[config.mk]
export PLATFORM = sky130hd
export DESIGN_NAME = bpsk_tx_framer_flat
export DESIGN_NICKNAME = d
export VERILOG_FILES = /design/src/rtl/bpsk_tx_framer_if.sv /design/src/rtl/bpsk_tx_framer.sv /design/src/flat_wrapper.sv
export SDC_FILE = /design/constraint.sdc
export NUM_CORES = 1
export LEC_CHECK = 0
export ABC_AREA = 1
export CAP_MARGIN = 20
export CORE_AREA = 2 2 122 124
export CTS_CLUSTER_SIZE = 20
export DETAILED_ROUTE_END_ITERATION = 10
export DIE_AREA = 0 0 124 126
export SLEW_MARGIN = 20
export SYNTH_ARGS = -nofsm -noshare
export SYNTH_HDL_FRONTEND = slang
export SYNTH_SLANG_ARGS = --single-unit
[constraint.sdc]
create_clock -name gclk1 -period 2.1 [get_ports gclk1]
set_input_delay 0.63 -clock gclk1 [delete_from_list [all_inputs] [get_ports gclk1]]
set_output_delay 0.63 -clock gclk1 [all_outputs]
set_load 0.01 [all_outputs]
[src/rtl/bpsk_tx_framer_if.sv]
// Bundle of the framer's requester, modem-bit and status signals.
//   master : requester/modem side (drives requests, payload bytes, iready)
//   slave  : framer side (drives grants, readies, bit stream, status)
interface bpsk_tx_framer_if;
    logic       req0;
    logic [7:0] len0;
    logic [7:0] d0;
    logic       d0_valid;
    logic       d0_ready;
    logic       req1;
    logic [7:0] len1;
    logic [7:0] d1;
    logic       d1_valid;
    logic       d1_ready;
    logic [1:0] gnt;
    logic       idata;
    logic       ivalid;
    logic       iready;
    logic       busy;
    logic       frame_done;
    logic       underrun;

    modport master (
        output req0, len0, d0, d0_valid, req1, len1, d1, d1_valid, iready,
        input  d0_ready, d1_ready, gnt, idata, ivalid, busy, frame_done, underrun
    );

    modport slave (
        input  req0, len0, d0, d0_valid, req1, len1, d1, d1_valid, iready,
        output d0_ready, d1_ready, gnt, idata, ivalid, busy, frame_done, underrun
    );
endinterface

[src/rtl/bpsk_tx_framer.sv]
// Transmit frame scheduler for the bpsk modem bit input.
// Round-robin arbitrates two byte-stream requesters and sends each frame as
// preamble (0x55 x PRE_BYTES), sync word (low byte first), length byte,
// payload and an XOR checksum of length+payload, every byte LSB-first.
// Ports:
//   gclk1 : system clock, rising edge
//   rst   : asynchronous active-low reset
//   link  : requester/modem bundle (slave side), see bpsk_tx_framer_if
module bpsk_tx_framer #(
    parameter int unsigned PRE_BYTES  = 4,
    parameter logic [15:0] SYNC_WORD  = 16'hD391,
    parameter int unsigned GAP_CYCLES = 8
) (
    input  logic                   gclk1,
    input  logic                   rst,
    bpsk_tx_framer_if.slave        link
);

    typedef enum logic [2:0] {IDLE, PRE, SYNC, LEN, PAY, CSUM, GAP} state_t;

    state_t     state, state_n;
    logic [7:0] shreg, shreg_n;
    logic       shv, shv_n;          // shift register holds a byte
    logic [2:0] bitcnt, bitcnt_n;
    logic [7:0] cnt, cnt_n;          // bytes sent (PRE/SYNC) or loaded (PAY)
    logic [7:0] csum, csum_n;
    logic [7:0] len_q, len_n;
    logic [1:0] gnt, gnt_n;
    logic       rr, rr_n;            // 0: ch0 preferred
    logic [7:0] gap, gap_n;
    logic       underrun, underrun_n;

    logic       acc, last, fetch, pick, in_frame;
    logic       fetch_valid;
    logic [7:0] fetch_byte;

    assign in_frame    = (state inside {PRE, SYNC, LEN, PAY, CSUM});
    assign link.ivalid = shv && in_frame;
    assign link.idata  = shreg[0];
    assign acc         = link.ivalid && link.iready;
    assign last        = acc && (bitcnt == 3'd7);
    assign fetch_valid = gnt[1] ? link.d1_valid : link.d0_valid;
    assign fetch_byte  = gnt[1] ? link.d1 : link.d0;

    assign link.d0_ready   = fetch && gnt[0];
    assign link.d1_ready   = fetch && gnt[1];
    assign link.gnt        = gnt;
    assign link.busy       = (state != IDLE);
    assign link.frame_done = (state == CSUM) && last;
    assign link.underrun   = underrun;

    always_comb begin
        state_n    = state;
        shreg_n    = shreg;
        shv_n      = shv;
        bitcnt_n   = bitcnt;
        cnt_n      = cnt;
        csum_n     = csum;
        len_n      = len_q;
        gnt_n      = gnt;
        rr_n       = rr;
        gap_n      = gap;
        underrun_n = underrun;
        fetch      = 1'b0;
        pick       = 1'b0;

        if (acc) begin
            shreg_n  = shreg >> 1;
            bitcnt_n = bitcnt + 3'd1;
            if (last)
                shv_n = 1'b0;
        end

        // Byte loads below override the shift so the next byte's bit 0 is
        // presented in the cycle right after bit 7 is accepted.
        case (state)
            IDLE: begin
                if (link.req0 || link.req1) begin
                    pick = (link.req0 && link.req1) ? rr : link.req1;
                    if (link.req0 && link.req1)
                        rr_n = ~rr;
                    gnt_n    = pick ? 2'b10 : 2'b01;
                    len_n    = pick ? link.len1 : link.len0;
                    csum_n   = '0;
                    shreg_n  = 8'h55;
                    shv_n    = 1'b1;
                    bitcnt_n = '0;
                    cnt_n    = '0;
                    state_n  = PRE;
                end
            end
            PRE: begin
                if (last) begin
                    shv_n = 1'b1;
                    if (cnt == 8'(PRE_BYTES - 1)) begin
                        shreg_n = SYNC_WORD[7:0];
                        cnt_n   = '0;
                        state_n = SYNC;
                    end else begin
                        shreg_n = 8'h55;
                        cnt_n   = cnt + 8'd1;
                    end
                end
            end
            SYNC: begin
                if (last) begin
                    shv_n = 1'b1;
                    if (cnt == 8'd0) begin
                        shreg_n = SYNC_WORD[15:8];
                        cnt_n   = 8'd1;
                    end else begin
                        shreg_n = len_q;
                        csum_n  = csum ^ len_q;
                        cnt_n   = '0;
                        state_n = LEN;
                    end
                end
            end
            LEN: begin
                if (last) begin
                    if (len_q == 8'd0) begin
                        shreg_n = csum;
                        shv_n   = 1'b1;
                        state_n = CSUM;
                    end else begin
                        fetch   = 1'b1;
                        state_n = PAY;
                    end
                end
            end
            PAY: begin
                if ((last || !shv) && (cnt != len_q)) begin
                    fetch = 1'b1;
                end else if (last) begin
                    shreg_n = csum;
                    shv_n   = 1'b1;
                    state_n = CSUM;
                end
            end
            CSUM: begin
                if (last) begin
                    gnt_n   = '0;
                    gap_n   = '0;
                    state_n = GAP;
                end
            end
            GAP: begin
                gap_n = gap + 8'd1;
                if (gap == 8'(GAP_CYCLES - 1))
                    state_n = IDLE;
            end
            default: state_n = IDLE;
        endcase

        // A needed byte that is not offered leaves the register empty and
        // the bit stream paused until the requester catches up.
        if (fetch) begin
            if (fetch_valid) begin
                shreg_n = fetch_byte;
                shv_n   = 1'b1;
                csum_n  = csum ^ fetch_byte;
                cnt_n   = cnt + 8'd1;
            end else begin
                underrun_n = 1'b1;
            end
        end
    end

    always_ff @(posedge gclk1 or negedge rst) begin
        if (!rst) begin
            state    <= IDLE;
            shreg    <= '0;
            shv      <= 1'b0;
            bitcnt   <= '0;
            cnt      <= '0;
            csum     <= '0;
            len_q    <= '0;
            gnt      <= '0;
            rr       <= 1'b0;
            gap      <= '0;
            underrun <= 1'b0;
        end else begin
            state    <= state_n;
            shreg    <= shreg_n;
            shv      <= shv_n;
            bitcnt   <= bitcnt_n;
            cnt      <= cnt_n;
            csum     <= csum_n;
            len_q    <= len_n;
            gnt      <= gnt_n;
            rr       <= rr_n;
            gap      <= gap_n;
            underrun <= underrun_n;
        end
    end

endmodule

[src/flat_wrapper.sv]
// flat-port wrapper written by rule: the top's interface ports become plain ports
module bpsk_tx_framer_flat 
#(
    parameter int unsigned PRE_BYTES  = 4,
    parameter logic [15:0] SYNC_WORD  = 16'hD391,
    parameter int unsigned GAP_CYCLES = 8
)
  (gclk1, rst, link_req0, link_len0, link_d0, link_d0_valid, link_req1, link_len1, link_d1, link_d1_valid, link_iready, link_d0_ready, link_d1_ready, link_gnt, link_idata, link_ivalid, link_busy, link_frame_done, link_underrun);
  bpsk_tx_framer_if link_i ();
  input  logic gclk1;
  input  logic rst;
  input wire logic [$bits(link_i.req0)-1:0] link_req0;
  input wire logic [$bits(link_i.len0)-1:0] link_len0;
  input wire logic [$bits(link_i.d0)-1:0] link_d0;
  input wire logic [$bits(link_i.d0_valid)-1:0] link_d0_valid;
  input wire logic [$bits(link_i.req1)-1:0] link_req1;
  input wire logic [$bits(link_i.len1)-1:0] link_len1;
  input wire logic [$bits(link_i.d1)-1:0] link_d1;
  input wire logic [$bits(link_i.d1_valid)-1:0] link_d1_valid;
  input wire logic [$bits(link_i.iready)-1:0] link_iready;
  output wire logic [$bits(link_i.d0_ready)-1:0] link_d0_ready;
  output wire logic [$bits(link_i.d1_ready)-1:0] link_d1_ready;
  output wire logic [$bits(link_i.gnt)-1:0] link_gnt;
  output wire logic [$bits(link_i.idata)-1:0] link_idata;
  output wire logic [$bits(link_i.ivalid)-1:0] link_ivalid;
  output wire logic [$bits(link_i.busy)-1:0] link_busy;
  output wire logic [$bits(link_i.frame_done)-1:0] link_frame_done;
  output wire logic [$bits(link_i.underrun)-1:0] link_underrun;
  assign link_i.req0 = link_req0;
  assign link_i.len0 = link_len0;
  assign link_i.d0 = link_d0;
  assign link_i.d0_valid = link_d0_valid;
  assign link_i.req1 = link_req1;
  assign link_i.len1 = link_len1;
  assign link_i.d1 = link_d1;
  assign link_i.d1_valid = link_d1_valid;
  assign link_i.iready = link_iready;
  assign link_d0_ready = link_i.d0_ready;
  assign link_d1_ready = link_i.d1_ready;
  assign link_gnt = link_i.gnt;
  assign link_idata = link_i.idata;
  assign link_ivalid = link_i.ivalid;
  assign link_busy = link_i.busy;
  assign link_frame_done = link_i.frame_done;
  assign link_underrun = link_i.underrun;
  bpsk_tx_framer #(.PRE_BYTES(PRE_BYTES), .SYNC_WORD(SYNC_WORD), .GAP_CYCLES(GAP_CYCLES)) u_core (.gclk1(gclk1), .rst(rst), .link(link_i));
endmodule
==> impl.org <==
** Floorplan
- For this configuration, the core starts out at a cell density of about a quarter.
- Top-level I/O count :: 48
- The initialized floorplan defines 44 standard-cell rows.
- The floorplan step set the die width to around 120 um.
- The die covers 15600 um2.
- Chip height :: 126 um
- After floorplanning, the core was sized to cover approximately 14000 um2.

** Critical path
- The worst setup path is launched from a register.
- R2R Path Start :: u_core.len_q[5]
- Maximum single-stage delay on the critical path :: approximately 400 ps
- For this design, the slowest cell found on the critical path is sky130_fd_sc_hd__dfrtp_1.
- The critical path is of the register to primary output type.
- Register-to-Register Setup Slack :: 60 ps
- Tracing the worst setup path back leads to its startpoint at u_core.len_q[5].
- The worst setup path is captured at a primary output.
- Critical Path Sink :: link_d1_ready
- Depth of the most critical reg-to-reg path :: 14
- Data arrives at the worst endpoint at 1690 ps.
- Traced cell by cell, the critical path runs through buf_4, nand2_1, nand2_1, nor2_1, nand2_1, inv_1, nand2_2, nand3_2, nand2_2, inv_2, nor2_1, buf_2.
- In this run the critical register-to-register path is captured at u_core.shreg[6].
- For the worst setup path, the data required time is between 1000 and 1500 ps.
- Highest fanout seen on the critical path :: 3
- Most frequent cell on the critical path :: sky130_fd_sc_hd__nand2_1

** Final layout
- Highest-count cells in the layout ignoring fill and taps :: 170 x sky130_fd_sc_hd__nand2_1, 100 x sky130_fd_sc_hd__buf_4, 60 x sky130_fd_sc_hd__inv_1
- Ant diodes :: 0
- Layout cell share with drive strength beyond 1 :: 22.3%
- Final core utilization :: between 30% and 40%
- Total number of nets in the final design :: between 700 and 800
- Most common cell after layout, fill and taps aside :: sky130_fd_sc_hd__nand2_1
- Synthesis-to-finish area growth :: 45.5%

** Yosys
- Area share of and/or/nand/nor cells after synthesis :: 36.8%
- Number of synthesized register bits :: just over 50
- Post-synth design cell area :: 3760 um2
- Dominant cell type by area after synthesis :: sky130_fd_sc_hd__dfrtp_1
- Cells after synthesis :: ~580
- Summing the areas of all compound-gate instances in the mapped netlist gives about 13% of the synthesized area.
- Number of synthesis warnings :: 0
- Multiplexer share of the synthesized area :: 0.798%
- Area share of xor/xnor cells in the synthesized design :: under 10%
- Dividing the synthesized area by the synthesized cell count gives about 6.5 um2.
- Area share of the largest cell type after synthesis :: approximately a third
- Sequential area share after synthesis :: 33.9%
- Arithmetic-cell share of the synthesized area counting full adders, half adders and majority gates :: ~1.7%
- In the post-synthesis netlist, the biggest area contributors are sky130_fd_sc_hd__dfrtp_1 34%, sky130_fd_sc_hd__nand2_1 18%, sky130_fd_sc_hd__o21ai_0 7.0%.
- Nets in the synthesized netlist :: about 620
- Post-synth cell types :: 34
- Main combinational cell family by area after synthesis :: simple AND/OR/NAND/NOR gates

** Timing
- Minimum period implied by the final worst setup slack :: approximately 2300 ps
- Static timing analysis puts the maximum clock frequency at roughly 430 MHz.
- Once routing completed, OpenROAD measured the worst setup slack at -216 ps.
- Final number of setup-violating endpoints :: 2
- Adding up every negative setup slack in the final design gives -414 ps.
- Share of the clock period used by the worst path :: 110%
- For the pin with the worst max-slew slack, the measured transition is just under 400 ps.
- Max-slew violation total from the final report :: 0
- Setup repair after global routing could not meet its margin everywhere.
- Final hold violation count :: 0
- Headroom to the max-slew limit came out at 74.1%.
- Across the routed clock network, the largest skew measured is 7.37 ps.

** Flow run
- Max-cap violations in this run came to 0.

** Global route
- Initial antenna violation count :: 0
- Maximum number of pins on one net before global-route repair :: 30
- For this run the aggregate overflow at the end of global routing stands at 0.
- Global-route wire length before repair :: 19.2 mm
- Global routing used 15.5% of the available tracks.
- Vias in the first global route :: ~3800

** Clocking
- In this run the deepest clock path goes through 2 buffers.
- Clock tree synthesis inserted a total of 5 buffers.
- At the later pin of the worst-skew pair, clock insertion delay measures around 300 ps.
- Clock-pin slew was measured on the worst setup and hold paths at 70 ps.
- CTS built an H-tree with a depth of 2.
- CTS tree :: built
- Clock Sinks :: between 50 and 60
- Buffers inserted to repair hold after CTS numbered 0.
- The root buffer cell chosen for the clock tree is sky130_fd_sc_hd__clkbuf_16.

** Power
- Relative contribution of the clock network to total power :: a little over an eighth
- Power density of the placed cells :: 1200 nW/um2
- For this design the total switching power over the nets is 0.00290 W.
- In this run, the combinational gates consume between 60% and 70% of the power.
- Share of power burned in registers :: between 20% and 30%
- Internal power :: ~0.0037 W
- Max VDD drop :: roughly 0.00040 V
- Leak :: 2.81 nW
- Net switching is roughly 44% of the power.

** Placed design
- During placement, the flow inserted port buffers numbering 47.
- Global placement routability congestion :: between 0.9 and 1
- Summed over all nets, the half-perimeter wirelength after detailed placement is just over 9 mm.

** Routing
- Number of vias after detailed routing :: ~4100
- Count of TritonRoute iterations in the first routing pass :: 5
- DRT Wirelength :: between 10 and 15 mm
- Iter 0 DRT Violations :: 273
- DR WL/cell :: roughly 13 um
- In the routed layout, each cell is associated on average with a via count of 4.56.
- Routed Antenna Nets :: 0
- After detailed routing, the number of remaining DRC violations is 0.

** Min path
- Worst min-delay path category :: primary input to asynchronous set/reset pin

** Run status
- Status :: finished with violations
- Violated checks :: setup timing
## sequential cells by signal (all words and copies together), names as in the netlist
signal                flops
u_core.shreg              8
u_core.state              3
u_core.cnt                8
u_core.shv                1
u_core.len_q              8
u_core.bitcnt             3
u_core.rr                 1
u_core.link.underrun      1
u_core.csum               8
u_core.link.gnt           2
u_core.gap                8
## metrics by stage
| step | cell area (um2) | power (W) | worst slack, ps | instances | hold slack [ps] |
|---|---|---|---|---|---|
| 3_3_place_gp | 5130 | 0.00541 | -830 | 891 | 467 |
| 2_1_floorplan | 3770 | 0.00374 | -22.8 | 575 | 334 |
| 4_1_cts | 5380 | 0.00646 | -219 | 906 | 219 |
| 5_1_grt | 5480 | 0.00720 | -334 | 909 | 225 |
| 6_report | 5480 | 0.00658 | -216 | 909 | 211 |
| 3_5_place_dp | 5130 | 0.00544 | -838 | 891 | 466 |
## cell usage after synthesis
master,n
sky130_fd_sc_hd__o21bai_1,2
sky130_fd_sc_hd__mux2i_1,3
sky130_fd_sc_hd__a21oi_1,17
sky130_fd_sc_hd__clkbuf_1,3
sky130_fd_sc_hd__o22ai_1,11
sky130_fd_sc_hd__nand4_2,1
sky130_fd_sc_hd__nor2_4,3
sky130_fd_sc_hd__nor2_1,60
sky130_fd_sc_hd__clkinv_1,3
sky130_fd_sc_hd__a31oi_1,1
sky130_fd_sc_hd__o21ai_1,5
sky130_fd_sc_hd__buf_6,2
sky130_fd_sc_hd__or2_2,2
sky130_fd_sc_hd__o32ai_1,1
sky130_fd_sc_hd__nand2_4,1
sky130_fd_sc_hd__nand4_1,8
sky130_fd_sc_hd__o21ai_0,53
sky130_fd_sc_hd__nor3_1,6
sky130_fd_sc_hd__buf_4,1
sky130_fd_sc_hd__xor2_1,20
sky130_fd_sc_hd__nand2_1,177
sky130_fd_sc_hd__nor2_2,2
sky130_fd_sc_hd__ha_1,5
sky130_fd_sc_hd__nand3_2,2
sky130_fd_sc_hd__nand2_8,1
sky130_fd_sc_hd__inv_2,2
sky130_fd_sc_hd__nor4_1,2
sky130_fd_sc_hd__buf_2,5
sky130_fd_sc_hd__nand2_2,3
sky130_fd_sc_hd__xnor2_1,2
sky130_fd_sc_hd__dfrtp_1,51
sky130_fd_sc_hd__inv_1,67
sky130_fd_sc_hd__o21ai_2,1
sky130_fd_sc_hd__nand3_1,52
## power by group through the flow
stage	logic, W	clock network [W]	registers, W
after detailed placement	0.00380	0	0.00163
after global placement	0.00379	0	0.00162
after floorplan	0.00212	0	0.00162
final	0.00406	0.000877	0.00164
after global routing	0.00456	0.000941	0.00169
after CTS	0.00394	0.000898	0.00163
## worst min-delay path by stage
stage                               from                   end  cells after the start
finish                               rst      u_core.bitcnt[0]                      1
global route                         rst      u_core.bitcnt[0]                      1
CTS                                  rst      u_core.bitcnt[0]                      1
detailed placement  u_core.link.underrun  u_core.link.underrun                      1
global placement    u_core.link.underrun  u_core.link.underrun                      1
floorplan                            rst      u_core.bitcnt[0]                      0
## timing repair
| action | in CTS | in global routing |
|---|---|---|
| setup endpoints to repair | 29 | 25 |
| buffers inserted | 7 | 5 |
| pin swaps | 10 | 14 |
| resized for setup | 37 | 30 |
## area by class of cell
cell class	count	area (um2)
repair buffers	153	1290
fillers	1529	8830
well taps	184	230
multi-input cells	441	2250
inverters	72	273
flip-flops and latches	51	1280
clock buffers	8	156
## kinds of logic (layout without fill, tap and decap cells)
group,Yosys count,in the layout
fa+ha+maj,5,5
buf+inv,83,233
xor+xnor,22,22
compound gates,91,91
simple gates,320,320
flops,51,51
mux,3,3
## worst max-delay path: cells and delay by family, from the launching register on
family                 cells  cell delay (ps)
buffers and inverters      4              420
flip-flops                 1              400
AND/OR/NAND/NOR            8              560
## routing by layer
layer	track usage, %	vias up	wire length, um
li1	-	2151	-
met1	22.5	1855	5570
met2	23.7	120	5160
met3	2.67	15	621
met4	3.83	0	168
met5	0	-	0
Power figures use the tool's default switching activity.
==> edit 1: new RTL, config.mk and constraints unchanged <==
`shreg` and `csum` no longer have a reset.
--- a/src/rtl/bpsk_tx_framer.sv
+++ b/src/rtl/bpsk_tx_framer.sv
@@ -169,11 +169,9 @@
     always_ff @(posedge gclk1 or negedge rst) begin
         if (!rst) begin
             state    <= IDLE;
-            shreg    <= '0;
             shv      <= 1'b0;
             bitcnt   <= '0;
             cnt      <= '0;
-            csum     <= '0;
             len_q    <= '0;
             gnt      <= '0;
             rr       <= 1'b0;
@@ -181,11 +179,9 @@
             underrun <= 1'b0;
         end else begin
             state    <= state_n;
-            shreg    <= shreg_n;
             shv      <= shv_n;
             bitcnt   <= bitcnt_n;
             cnt      <= cnt_n;
-            csum     <= csum_n;
             len_q    <= len_n;
             gnt      <= gnt_n;
             rr       <= rr_n;
@@ -194,5 +190,10 @@
         end
     end
 
+    always_ff @(posedge gclk1) begin
+        shreg <= shreg_n;
+        csum  <= csum_n;
+    end
+
 endmodule
 
Formal check against the unedited RTL: not equivalent (Yosys sat finds a counterexample within 4 cycles, from zero or initial values and one cycle with rst low).
==> edit 1 against the unedited design <==
- the flow still finishes with violations (negative setup slack)
- worst setup slack got worse by 18 ps
- synthesized area fell by 2.1%
- clock skew fell by 1.1 ps
- final cell count fell by 0.44%
- routed wire length fell by 3.1%
- sequential cell count did not move
- total power fell by 4.9%
- final area fell by 4.0%
- critical path type unchanged
- critical endpoint is now link_d0_ready
==> edit 1: results (changes against the unedited design) <==
stage,metric,value,unit,change
status,status,"complete, but fails checks",,
status,violated checks,negative setup slack,,
cells_and_area,fraction of layout instances using a drive strength above 1,0.202,,-0.0210
clock_tree,root buf cell,clkbuf_16,,
sta,Rel. slew slack,0.744,,+0.00379
synthesis,Commonest cells post-synth,"177 x nand2_1, 67 x inv_1, 60 x nor2_1, 53 x o21ai_0, 52 x nand3_1",,
synthesis,Syn Nets,619,,unchanged
global_route,global route total overflow,0,,unchanged
setup_path,FF-to-FF Start,u_core.cnt[0],,
detailed_routing,via count,3991,,-3.6%
detailed_routing,drt wl/cell,12.3,microns,-2.7%
global_route,number of global-route vias before repair,3858,,+0.36%
clock_tree,CTS max path bufs,2,,unchanged
synthesis,synth unique cells,35,,+2.9%
synthesis,"Seq/Total Area, Yosys",0.325,,-0.0144
synthesis,Ys Warns,0,,unchanged
sta,slack of the critical path,-234,ps,-17.7 ps
clock_tree,H-tree levels,2,,unchanged
clock_tree,clock slew at reported path FFs,70,ps,about the same
global_route,Tot GR Track Use,0.150,,-0.00520
synthesis,largest cells by area after synthesis,"dfrtp_1 24%, nand2_1 18%, dfxtp_1 8.7%, o21ai_0 7.2%, nand3_1 7.1%",,
setup_path,CP max stage cell,dfrtp_1,,
synthesis,post-synth top area share,0.238,,-0.101
clock_tree,total CTS buffers,5,,unchanged
cells_and_area,fin nets,764,,-0.52%
synthesis,top-count cell post-synth,nand2_1,,
cells_and_area,# fillers,1588,,+3.9%
placed_design,DP Area,0.00504,sq mm,-1.7%
detailed_routing,Iter 0 DRT Violations,244,,-11%
global_route,first-pass GRT wire length,18600,microns,-2.7%
placed_design,Routability Congestion,0.905,,+0.14%
worst_hold_path,Hold Crit Class,in2async,,
global_route,largest net degree at the start of global routing,30,,unchanged
pwr,maximum VDD drop,0.525,mV,+31%
global_route,antenna violations before repair,0,,unchanged
pwr,LEAKAGE,0.00267,uW,-4.7%
placed_design,dpl hpwl,8980,microns,-1.2%
sta,clk_skew,6.25,ps,-1.13 ps
setup_path,CP Max Fanout,4,,+1
cells_and_area,# diodes,0,,unchanged
setup_path,crit path from,u_core.state[1],,
clock_tree,clk_lat worst skew,290,ps,
placed_design,PortBufs,47,,unchanged
sta,Final Setup Violations,3,,+1
synthesis,Post-synth ARST share,0.686,,-0.314
detailed_routing,1st-pass router iterations,4,,-1
setup_path,Worst path max stage delay,390,ps,
setup_path,arrival time worst endpoint,1700,ps,
[edit 1: changes by cell type after synthesis, sizes merged]
cell   delta
dfrtp    -16
dfxtp    +16
[edit 1: final timing paths]
check / to / slack [ps] / depth (start not counted)
worst max-delay path: link_d0_ready / -230 / 12
worst min-delay path: u_core.cnt[5] / 250 / 1
worst max register to register: u_core.csum[1] / 110 / 11
worst min register to register: u_core.link.underrun / 490 / 1
max in group asynchronous: u_core.len_q[0] / 1350 / 2
min in group gclk1: u_core.link.underrun / 490 / 1
[edit 1: layer usage]
| layer | share of wire | up-vias | GRT usage |
|---|---|---|---|
| met4 | 0.0099 | 0 | 0.0364 |
| met3 | 0.045 | 8 | 0.0208 |
| met1 | 0.48 | 1753 | 0.212 |
| li1 | - | 2145 | - |
| met5 | 0 | - | 0 |
| met2 | 0.46 | 85 | 0.239 |
[edit 1: power by group]
group	internal (uW)	leakage (uW)	switching, uW
registers	1350	0.000568	270
clock network	435	0.0000659	359
logic	1710	0.00204	2140
total	3490	0.00267	2760
[edit 1: cells by family after synthesis]
| group | Yosys count | share of synthesized area |
|---|---|---|
| AOI/OAI and AO/OA | 91 | 0.131 |
| xor gates and xnor gates | 22 | 0.0523 |
| adders and majority gates | 5 | 0.0170 |
| buffers and inverters | 83 | 0.0913 |
| DFF | 51 | 0.325 |
| muxes | 3 | 0.00815 |
| and+or+nand+nor | 320 | 0.376 |
[edit 1: worst max-delay path, delay by kind of cell (launching register included)]
family	cells	cell delay, ps
buf+inv	4	380
simple gates	8	620
flops	1	390
[edit 1: through the flow]
stage          setup TNS (ps)  utilization  worst slack (ps)  std cells  hold slack (ps)
6_report                 -692        0.368              -234        905              251
5_1_grt                 -2230        0.368              -386        905              277
4_1_cts                  -819        0.365              -278        904              267
3_5_place_dp           -17610        0.352              -881        892              470
3_3_place_gp           -16360        0.352              -835        892              464
2_1_floorplan           -45.6            -             -22.8        575              334
[edit 1: final cells by class]
| class | count | area (sq um) | share of cell area |
|---|---|---|---|
| clock buffer | 6 | 129 | 0.0245 |
| sequential | 51 | 1200 | 0.228 |
| timing repair buffer | 149 | 1220 | 0.231 |
| tap | 184 | 230 | 0.0438 |
| inverter | 72 | 274 | 0.0521 |
| multi-input combinational | 441 | 2210 | 0.420 |
| clock inverter | 2 | 7.51 | 0.00143 |
[edit 1: what timing repair did]
item,CTS,global route
gates resized for setup,24,12
endpoints found under the setup margin,32,31
pin swaps,2,2
buffers inserted,4,1
==> edit 2: new RTL, same flow settings <==
Made on the original files. `GAP_CYCLES` is set to 8 in 2 places; all go to 4.
--- a/src/rtl/bpsk_tx_framer.sv
+++ b/src/rtl/bpsk_tx_framer.sv
@@ -9,7 +9,7 @@
 module bpsk_tx_framer #(
     parameter int unsigned PRE_BYTES  = 4,
     parameter logic [15:0] SYNC_WORD  = 16'hD391,
-    parameter int unsigned GAP_CYCLES = 8
+    parameter int unsigned GAP_CYCLES = 4
 ) (
     input  logic                   gclk1,
     input  logic                   rst,
--- a/src/flat_wrapper.sv
+++ b/src/flat_wrapper.sv
@@ -3,7 +3,7 @@
 #(
     parameter int unsigned PRE_BYTES  = 4,
     parameter logic [15:0] SYNC_WORD  = 16'hD391,
-    parameter int unsigned GAP_CYCLES = 8
+    parameter int unsigned GAP_CYCLES = 4
 )
   (gclk1, rst, link_req0, link_len0, link_d0, link_d0_valid, link_req1, link_len1, link_d1, link_d1_valid, link_iready, link_d0_ready, link_d1_ready, link_gnt, link_idata, link_ivalid, link_busy, link_frame_done, link_underrun);
   bpsk_tx_framer_if link_i ();
Check against the original RTL: same outputs for any inputs over 10 cycles, from zero or initial values and one cycle with rst low; that may be too few to reach the edited logic, so the function may still have changed.
==> edit 2 against the unedited design <==
- the run still ends with negative setup slack left
- synthesized area rose by 6.6%
- critical path depth fell by 3
- clock power rose by 21%
- total power rose by 15%
- routed wire length rose by 14%
- final area rose by 6.2%
- worst setup slack got worse by 77 ps
- hold slack improved by 110 ps
- sequential cell count did not move
- critical path type unchanged
==> edit 2: results (changes against the unedited design) <==
stage,metric,value,unit,change
synthesis,synth unique cells,40,,+18%
synthesis,Commonest cells post-synth,"186 x nand2_1, 85 x nor2_1, 74 x inv_1, 66 x nand3_1, 51 x dfrtp_1",,
detailed_routing,Iter 0 DRT Violations,248,,-9.2%
sta,Rel. slew slack,0.665,,-0.0759
synthesis,largest cells by area after synthesis,"dfrtp_1 32%, nand2_1 17%, nand3_1 8.2%, nor2_1 7.9%, inv_1 6.9%",,
cells_and_area,"Buffers, non-clock",156,,+2.0%
clock_tree,# Post-CTS Setup Buffers,8,,+1
detailed_routing,DR WL met2,6290,microns,+22%
cells_and_area,inverter count,76,,+5.6%
placed_design,dpl hpwl,10100,microns,+11%
detailed_routing,met3 WL,590,microns,-5.0%
global_route,met1 global-route usage,0.221,,-0.00453
global_route,Tot GR Track Use,0.169,,+0.0141
status,status,"complete, but fails checks",,
status,violated checks,negative setup slack,,
global_route,largest net degree at the start of global routing,52,,+73%
global_route,first-pass GRT wire length,21000,microns,+9.5%
setup_path,RR Endpoint,u_core.shreg[4],,
cells_and_area,# fillers,1501,,-1.8%
cells_and_area,clkbuf count,6,,-2
sta,Final Setup Violations,4,,+2
pwr,Internal,4140,uW,+13%
placed_design,placed insts,935,,+4.9%
synthesis,"Seq/Total Area, Yosys",0.318,,-0.0210
cells_and_area,NonClk Buf Share,0.234,,-0.00163
pwr,Flop pwr share,0.237,,-0.012
global_route,GR Util met2,0.280,,+0.0427
detailed_routing,DRT met1 WL,5810,microns,+4.2%
detailed_routing,drt wl/cell,13.7,microns,+7.9%
sta,hold slack,322,ps,+111 ps
sta,Sum Neg Setup Slack,-894,ps,-480 ps
synthesis,Synth Cell Area,0.00401,sq mm,+6.6%
pwr,LEAKAGE,0.00293,uW,+4.4%
placed_design,Routability Congestion,0.900,,-0.38%
global_route,met3 usage,0.0231,,-0.00362
cells_and_area,Multi-Input Combinational,481,,+9.1%
clock_tree,post-cts resize count,32,,-14%
sta,clk_skew,7.46,ps,+0.0922 ps
placed_design,Post-Place Worst Slack,-944,ps,-106 ps
synthesis,Syn Nets,672,,+8.6%
sta,slack of the critical path,-294,ps,-77.3 ps
cells_and_area,fin nets,815,,+6.1%
setup_path,FF-to-FF Start,u_core.state[1],,
pwr,maximum VDD drop,0.562,mV,+41%
setup_path,Worst path max stage delay,430,ps,+30 ps
synthesis,Cells after Synth,628,,+9.2%
cells_and_area,Non-Filler Instances,956,,+5.2%
[edit 2: kinds of logic (layout without fill, tap and decap cells)]
family	after synthesis	after routing	share of synthesized area
buffers and inverters	96	240	0.101
AO/OA/AOI/OAI	84	84	0.121
AND/OR/NAND/NOR	372	372	0.400
adder cells (fa/ha/maj)	5	5	0.0156
multiplexers	1	1	0.00249
XOR/XNOR	19	19	0.0415
flip-flops	51	51	0.318
[edit 2: worst reg2reg max path: stages (launching register included)]
cell,delay [ps]
dfrtp_1,430
a21oi_4,200
buf_4,140
buf_6,80
buf_6,90
nand3_4,70
nor2_4,140
buf_6,150
buf_12,150
nand3_2,130
nand2_2,120
nand2_1,50
nand2_1,70
nor2_1,40
a21oi_1,160
[edit 2: power by group through the flow]
stage	clock [uW]	sequential [uW]	combinational [uW]
final	1060	1790	4690
after global routing	1110	1840	5220
after CTS	1080	1780	4460
after detailed placement	0	1790	4310
after global placement	0	1790	4260
after floorplan	0	1700	2540
